--- src/rtl/uart_rx_core.sv ---
// 8N1 UART receiver with fixed clocks-per-bit timing and single-cycle byte/error strobes.
// Define UART_RX_PARITY_EN to expect an even-parity bit (8E1) and expose parity_err.
module uart_rx_core #(
  parameter int CLKS_PER_BIT = 868,
  parameter int CNT_BITS     = 10
) (
  input  logic       clk,
  input  logic       rst,
  input  logic       rx,
  output logic [7:0] data,
  output logic       valid,
  output logic       frame_err,
`ifdef UART_RX_PARITY_EN
  output logic       parity_err,
`endif
  output logic       busy
);

  localparam logic [CNT_BITS-1:0] HALF_CMP = CNT_BITS'(CLKS_PER_BIT / 2 - 1);
  localparam logic [CNT_BITS-1:0] FULL_CMP = CNT_BITS'(CLKS_PER_BIT - 1);

  typedef enum logic [2:0] {
    IDLE,
    START,
    DATA,
    STOP,
    WAIT_IDLE
`ifdef UART_RX_PARITY_EN
    , PARITY
`endif
  } state_t;

  state_t              state_reg, state_next;
  logic [CNT_BITS-1:0] cnt_reg, cnt_next;
  logic [2:0]          bit_idx_reg, bit_idx_next;
  logic [7:0]          shift_reg, shift_next;
  logic [7:0]          data_reg, data_next;
  logic                valid_reg, valid_next;
  logic                frame_err_reg, frame_err_next;
  logic [1:0]          rx_sync_reg;
  logic                rx_s;
`ifdef UART_RX_PARITY_EN
  logic                parity_bit_reg, parity_bit_next;
  logic                parity_err_reg, parity_err_next;
`endif

  // Synchronizer idles high so reset never looks like a start edge.
  assign rx_s = rx_sync_reg[1];

  always_ff @(posedge clk) begin
    if (rst) begin
      rx_sync_reg    <= 2'b11;
      state_reg      <= IDLE;
      cnt_reg        <= '0;
      bit_idx_reg    <= '0;
      shift_reg      <= '0;
      data_reg       <= '0;
      valid_reg      <= 1'b0;
      frame_err_reg  <= 1'b0;
`ifdef UART_RX_PARITY_EN
      parity_bit_reg <= 1'b0;
      parity_err_reg <= 1'b0;
`endif
    end else begin
      rx_sync_reg    <= {rx_sync_reg[0], rx};
      state_reg      <= state_next;
      cnt_reg        <= cnt_next;
      bit_idx_reg    <= bit_idx_next;
      shift_reg      <= shift_next;
      data_reg       <= data_next;
      valid_reg      <= valid_next;
      frame_err_reg  <= frame_err_next;
`ifdef UART_RX_PARITY_EN
      parity_bit_reg <= parity_bit_next;
      parity_err_reg <= parity_err_next;
`endif
    end
  end

  always_comb begin
    state_next      = state_reg;
    cnt_next        = cnt_reg;
    bit_idx_next    = bit_idx_reg;
    shift_next      = shift_reg;
    data_next       = data_reg;
    valid_next      = 1'b0;
    frame_err_next  = 1'b0;
`ifdef UART_RX_PARITY_EN
    parity_bit_next = parity_bit_reg;
    parity_err_next = 1'b0;
`endif

    case (state_reg)
      IDLE: begin
        if (!rx_s) begin
          state_next = START;
          cnt_next   = '0;
        end
      end

      // Re-check the line at mid start bit to reject glitches.
      START: begin
        if (cnt_reg == HALF_CMP) begin
          cnt_next = '0;
          if (!rx_s) begin
            state_next   = DATA;
            bit_idx_next = '0;
          end else begin
            state_next = IDLE;
          end
        end else begin
          cnt_next = cnt_reg + 1'b1;
        end
      end

      DATA: begin
        if (cnt_reg == FULL_CMP) begin
          cnt_next                = '0;
          shift_next[bit_idx_reg] = rx_s;
          if (bit_idx_reg == 3'd7) begin
`ifdef UART_RX_PARITY_EN
            state_next = PARITY;
`else
            state_next = STOP;
`endif
          end else begin
            bit_idx_next = bit_idx_reg + 3'd1;
          end
        end else begin
          cnt_next = cnt_reg + 1'b1;
        end
      end

`ifdef UART_RX_PARITY_EN
      PARITY: begin
        if (cnt_reg == FULL_CMP) begin
          cnt_next        = '0;
          parity_bit_next = rx_s;
          state_next      = STOP;
        end else begin
          cnt_next = cnt_reg + 1'b1;
        end
      end
`endif

      STOP: begin
        if (cnt_reg == FULL_CMP) begin
          cnt_next = '0;
`ifdef UART_RX_PARITY_EN
          parity_err_next = (^shift_reg) ^ parity_bit_reg;
`endif
          if (rx_s) begin
            data_next  = shift_reg;
            valid_next = 1'b1;
            state_next = IDLE;
          end else begin
            frame_err_next = 1'b1;
            state_next     = WAIT_IDLE;
          end
        end else begin
          cnt_next = cnt_reg + 1'b1;
        end
      end

      // A held-low line (break) must not be re-parsed as a stream of start bits.
      WAIT_IDLE: begin
        if (rx_s) begin
          state_next = IDLE;
        end
      end

      default: begin
        state_next = IDLE;
        cnt_next   = '0;
      end
    endcase
  end

  assign data       = data_reg;
  assign valid      = valid_reg;
  assign frame_err  = frame_err_reg;
  assign busy       = (state_reg != IDLE);
`ifdef UART_RX_PARITY_EN
  assign parity_err = parity_err_reg;
`endif

endmodule
--- config.mk ---
export PLATFORM = sky130hd
export DESIGN_NAME = uart_rx_core
export DESIGN_NICKNAME = d
export VERILOG_FILES = /design/src/rtl/uart_rx_core.sv
export SDC_FILE = /design/constraint.sdc
export NUM_CORES = 1
export LEC_CHECK = 0
export CORE_MARGIN = 4
export CORE_UTILIZATION = 49
export CTS_BUF_LIST = sky130_fd_sc_hd__clkbuf_2 sky130_fd_sc_hd__clkbuf_4 sky130_fd_sc_hd__clkbuf_8
export DETAILED_ROUTE_END_ITERATION = 8
export GPL_TIMING_DRIVEN = 0
export PLACE_DENSITY = 0.82
export SLEW_MARGIN = 20
export SYNTH_ARGS = -nofsm -noshare
export SYNTH_HDL_FRONTEND = slang
export SYNTH_SLANG_ARGS = --single-unit
--- constraint.sdc ---
create_clock -name clk -period 1.9 [get_ports clk]
set_clock_uncertainty 0.2 [all_clocks]
set_input_delay 0.38 -clock clk [delete_from_list [all_inputs] [get_ports clk]]
set_output_delay 0.38 -clock clk [all_outputs]
set_load 0.03 [all_outputs]
==> impl_results.md <==
- Status: finished, violations left
- Failing checks: negative setup slack
- Post-route antenna net violation count: 0
- Fill cell count: 250
- HPWL Detailed: 2344 um
- WP data required: 1990 ps
- First-pass GRT wire length: ~6200 um
- Synth async-reset ratio: 0%
- Worst setup SP type: flop
- Max_cap viols: 0
- Yosys Warn Count: 0
- Max VDD drop: 356.7 uV
- Arr. time, crit path: 2050 ps
- Final hold slack: 210.3 ps
- Clock Tree Buf Depth: 2
- Placed cell area: slightly below 0.002 mm^2
- Initial antenna violation count: 0
- Sequential area share after synthesis: between 40% and 50%
- Core Region: around 0.0034 mm^2
- Synth unique cells: 40
- GRT Overall Usage: 18.02%
- Routed wire length: about 4400 um
- Final Util: 68.36%
- Fin crit period: about 2000 ps
- Latest clock arrival within the worst-skew pair: between 300 and 400 ps
- Critical path endpoint category: flop
- PortBufs: 13
- Met3 WL: roughly 170 um
- Fin. Hold Viols: 0
- Met2 WL: about 2200 um
- P&R area growth vs syn: 32.85%
- DR WL/cell: 15.85 um
- Most common cell after layout, fill and taps aside: nor2_1
- Max Fclk: 511.9 MHz
- Post-Syn Area per Cell: 8.854 um^2
- Vias in the first global route: 1,353
- Synth Cell Area: ~0.0017 mm^2
- Die W: 67.66 um
- CTS tree: built
- CP Class: flop to flop
- Finished Cell Area: 0.002317 mm^2
- Fin. max-slew vios: 0
- RSZ-0062 raised after global routing: yes
- Largest register FFs: 10
- Primary FF master, synth: dfxtp_1
- Flops & latches, synth: 36
- # nets final: 238
- Pin count of the biggest net entering global routing: 13
- M1 WL: 1956 um
- Least-Margin Pin Slew: 563.6 ps
- Max_slew headroom: 62.43%
- PD cells: 661.0 mW/mm^2
- Crit Path Max Fanout: 9
- Synthesized instance count: 197
- Commonest cells after routing, fill and taps aside: nor2_1, dfxtp_1, mux2i_1, nand2_1, dlygate4sd2_1
- DR top layer: met4
- I/O pin count: 14
- Final setup fails: 3
- Tot Pwr: roughly 0.0015 W
- Net Count, Synth: 205
- Die ar.: 0.004578 mm^2
- Fin crit share: 102.8%
- Initial Utilization: between 50% and 60%
- Root buf cell: clkbuf_4
- Final setup margin: -53.51 ps
- Via count: 1,575
- 1st-pass router iterations: 4
- Antenna Cells: 0
- DRC viols: 0
- Vias/cell: between 5 and 6
- Type of the most critical hold path: flop to flop
- Hold buffers post-CTS: 0
- Leak: 0.8578 nW
- Setup TNS: -120.5 ps
- Die height: 67.66 um
- Clk pin slew, worst setup/hold paths: 110 ps
- Rows: 21
- Congestion Overflow GR: 0
- Final GP Congestion: between 0.8 and 0.9
- Post-synth EDFFs: 0
- H-Tree Depth: 2
- Fraction of layout cells with a size suffix above 1: approximately 29%
- CTS Buf Count: 5
- Iter 0 DRT Violations: 184
- CTS sink cnt: 36
==> critical path: stages, from the launching register on <==
cell and delay [ps]:
dfxtp_2 450, nand2b_1 200, a311o_1 410, o211ai_4 120
buf_6 150, buf_8 110, nand3_2 80, a31oi_1 170
==> cells by family after synthesis <==
group / Yosys count / synth area share [%]
buf+inv: 14 / 4.017
flops: 36 / 41.32
mux: 18 / 10.33
fa+ha+maj: 5 / 3.587
compound gates: 27 / 10.98
simple gates: 97 / 29.77
==> final cells by class <==
class	count	area [um^2]	share of cell area (%)
clock inverters	3	42.54	1.836
repair buffers	26	244.0	10.53
multi-input cells	147	1107	47.79
well taps	46	57.56	2.484
clock buffers	5	37.54	1.620
flip-flops and latches	36	745.7	32.18
inverters	4	15.01	0.6479
plain buffers	10	67.56	2.916
==> where the power goes <==
part | internal (W) | switching, W | total (W)
Sequential | 0.000761 | 0.0000137 | 0.000775
Clock | 0.000274 | 0.000277 | 0.000551
Combinational | 0.000101 | 0.000105 | 0.000206
Total | 0.00114 | 0.000396 | 0.00153
==> layer usage <==
metal	vias up	GRT usage (%)
met5	-	0
met4	0	8.608
met3	9	4.493
met2	37	27.10
met1	752	23.91
li1	777	-
==> cells in the mapped netlist (2+ instances only) <==
library cell / n / area (um^2)
nand3_1: 9 / 45.04
and4_1: 4 / 35.03
clkbuf_1: 6 / 22.52
nand2_1: 17 / 63.81
dfxtp_1: 36 / 720.7
and2_1: 2 / 12.51
nor4_1: 3 / 18.77
nor2_1: 29 / 108.9
nor4b_1: 3 / 26.28
inv_1: 4 / 15.01
ha_1: 5 / 62.56
nand4_1: 5 / 31.28
a22oi_1: 3 / 22.52
mux2i_1: 18 / 180.2
o21ai_0: 6 / 30.03
nor2b_1: 4 / 25.02
nor3b_2: 2 / 25.02
buf_2: 2 / 10.01
a31oi_1: 5 / 31.28
or2_2: 3 / 18.77
nor3_1: 6 / 30.03
nand2b_1: 2 / 12.51
a21oi_1: 3 / 15.01
a211oi_1: 2 / 15.01
or3_1: 3 / 18.77
==> path summary, 6_finish.rpt <==
check,start,endpoint,slack (ps),cells after the start
min,rx_sync_reg[0]$_SDFF_PP1_,rx_sync_reg[1]$_SDFF_PP1_,210,1
max,state_reg[0]$_SDFFE_PP0P_,cnt_reg[8]$_SDFFE_PP0P_,-50,7
min reg2reg,rx_sync_reg[0]$_SDFF_PP1_,rx_sync_reg[1]$_SDFF_PP1_,210,1
max reg2reg,state_reg[0]$_SDFFE_PP0P_,cnt_reg[8]$_SDFFE_PP0P_,-50,7
==> per-stage QoR <==
stage | setup WS, ps | instances
after floorplan | 23.05 | 197
after global placement | -304.5 | 256
after detailed placement | -302.3 | 256
after CTS | -49.01 | 272
after global routing | -157.4 | 277
final | -53.51 | 277
==> timing repair <==
item / CTS / global route
cloned: 1 / 2
pin swaps: 4 / 11
resized for setup: 35 / 36
endpoints found under the setup margin: 41 / 28
buffers inserted: 7 / 3
(Power assumes the default switching activity.)
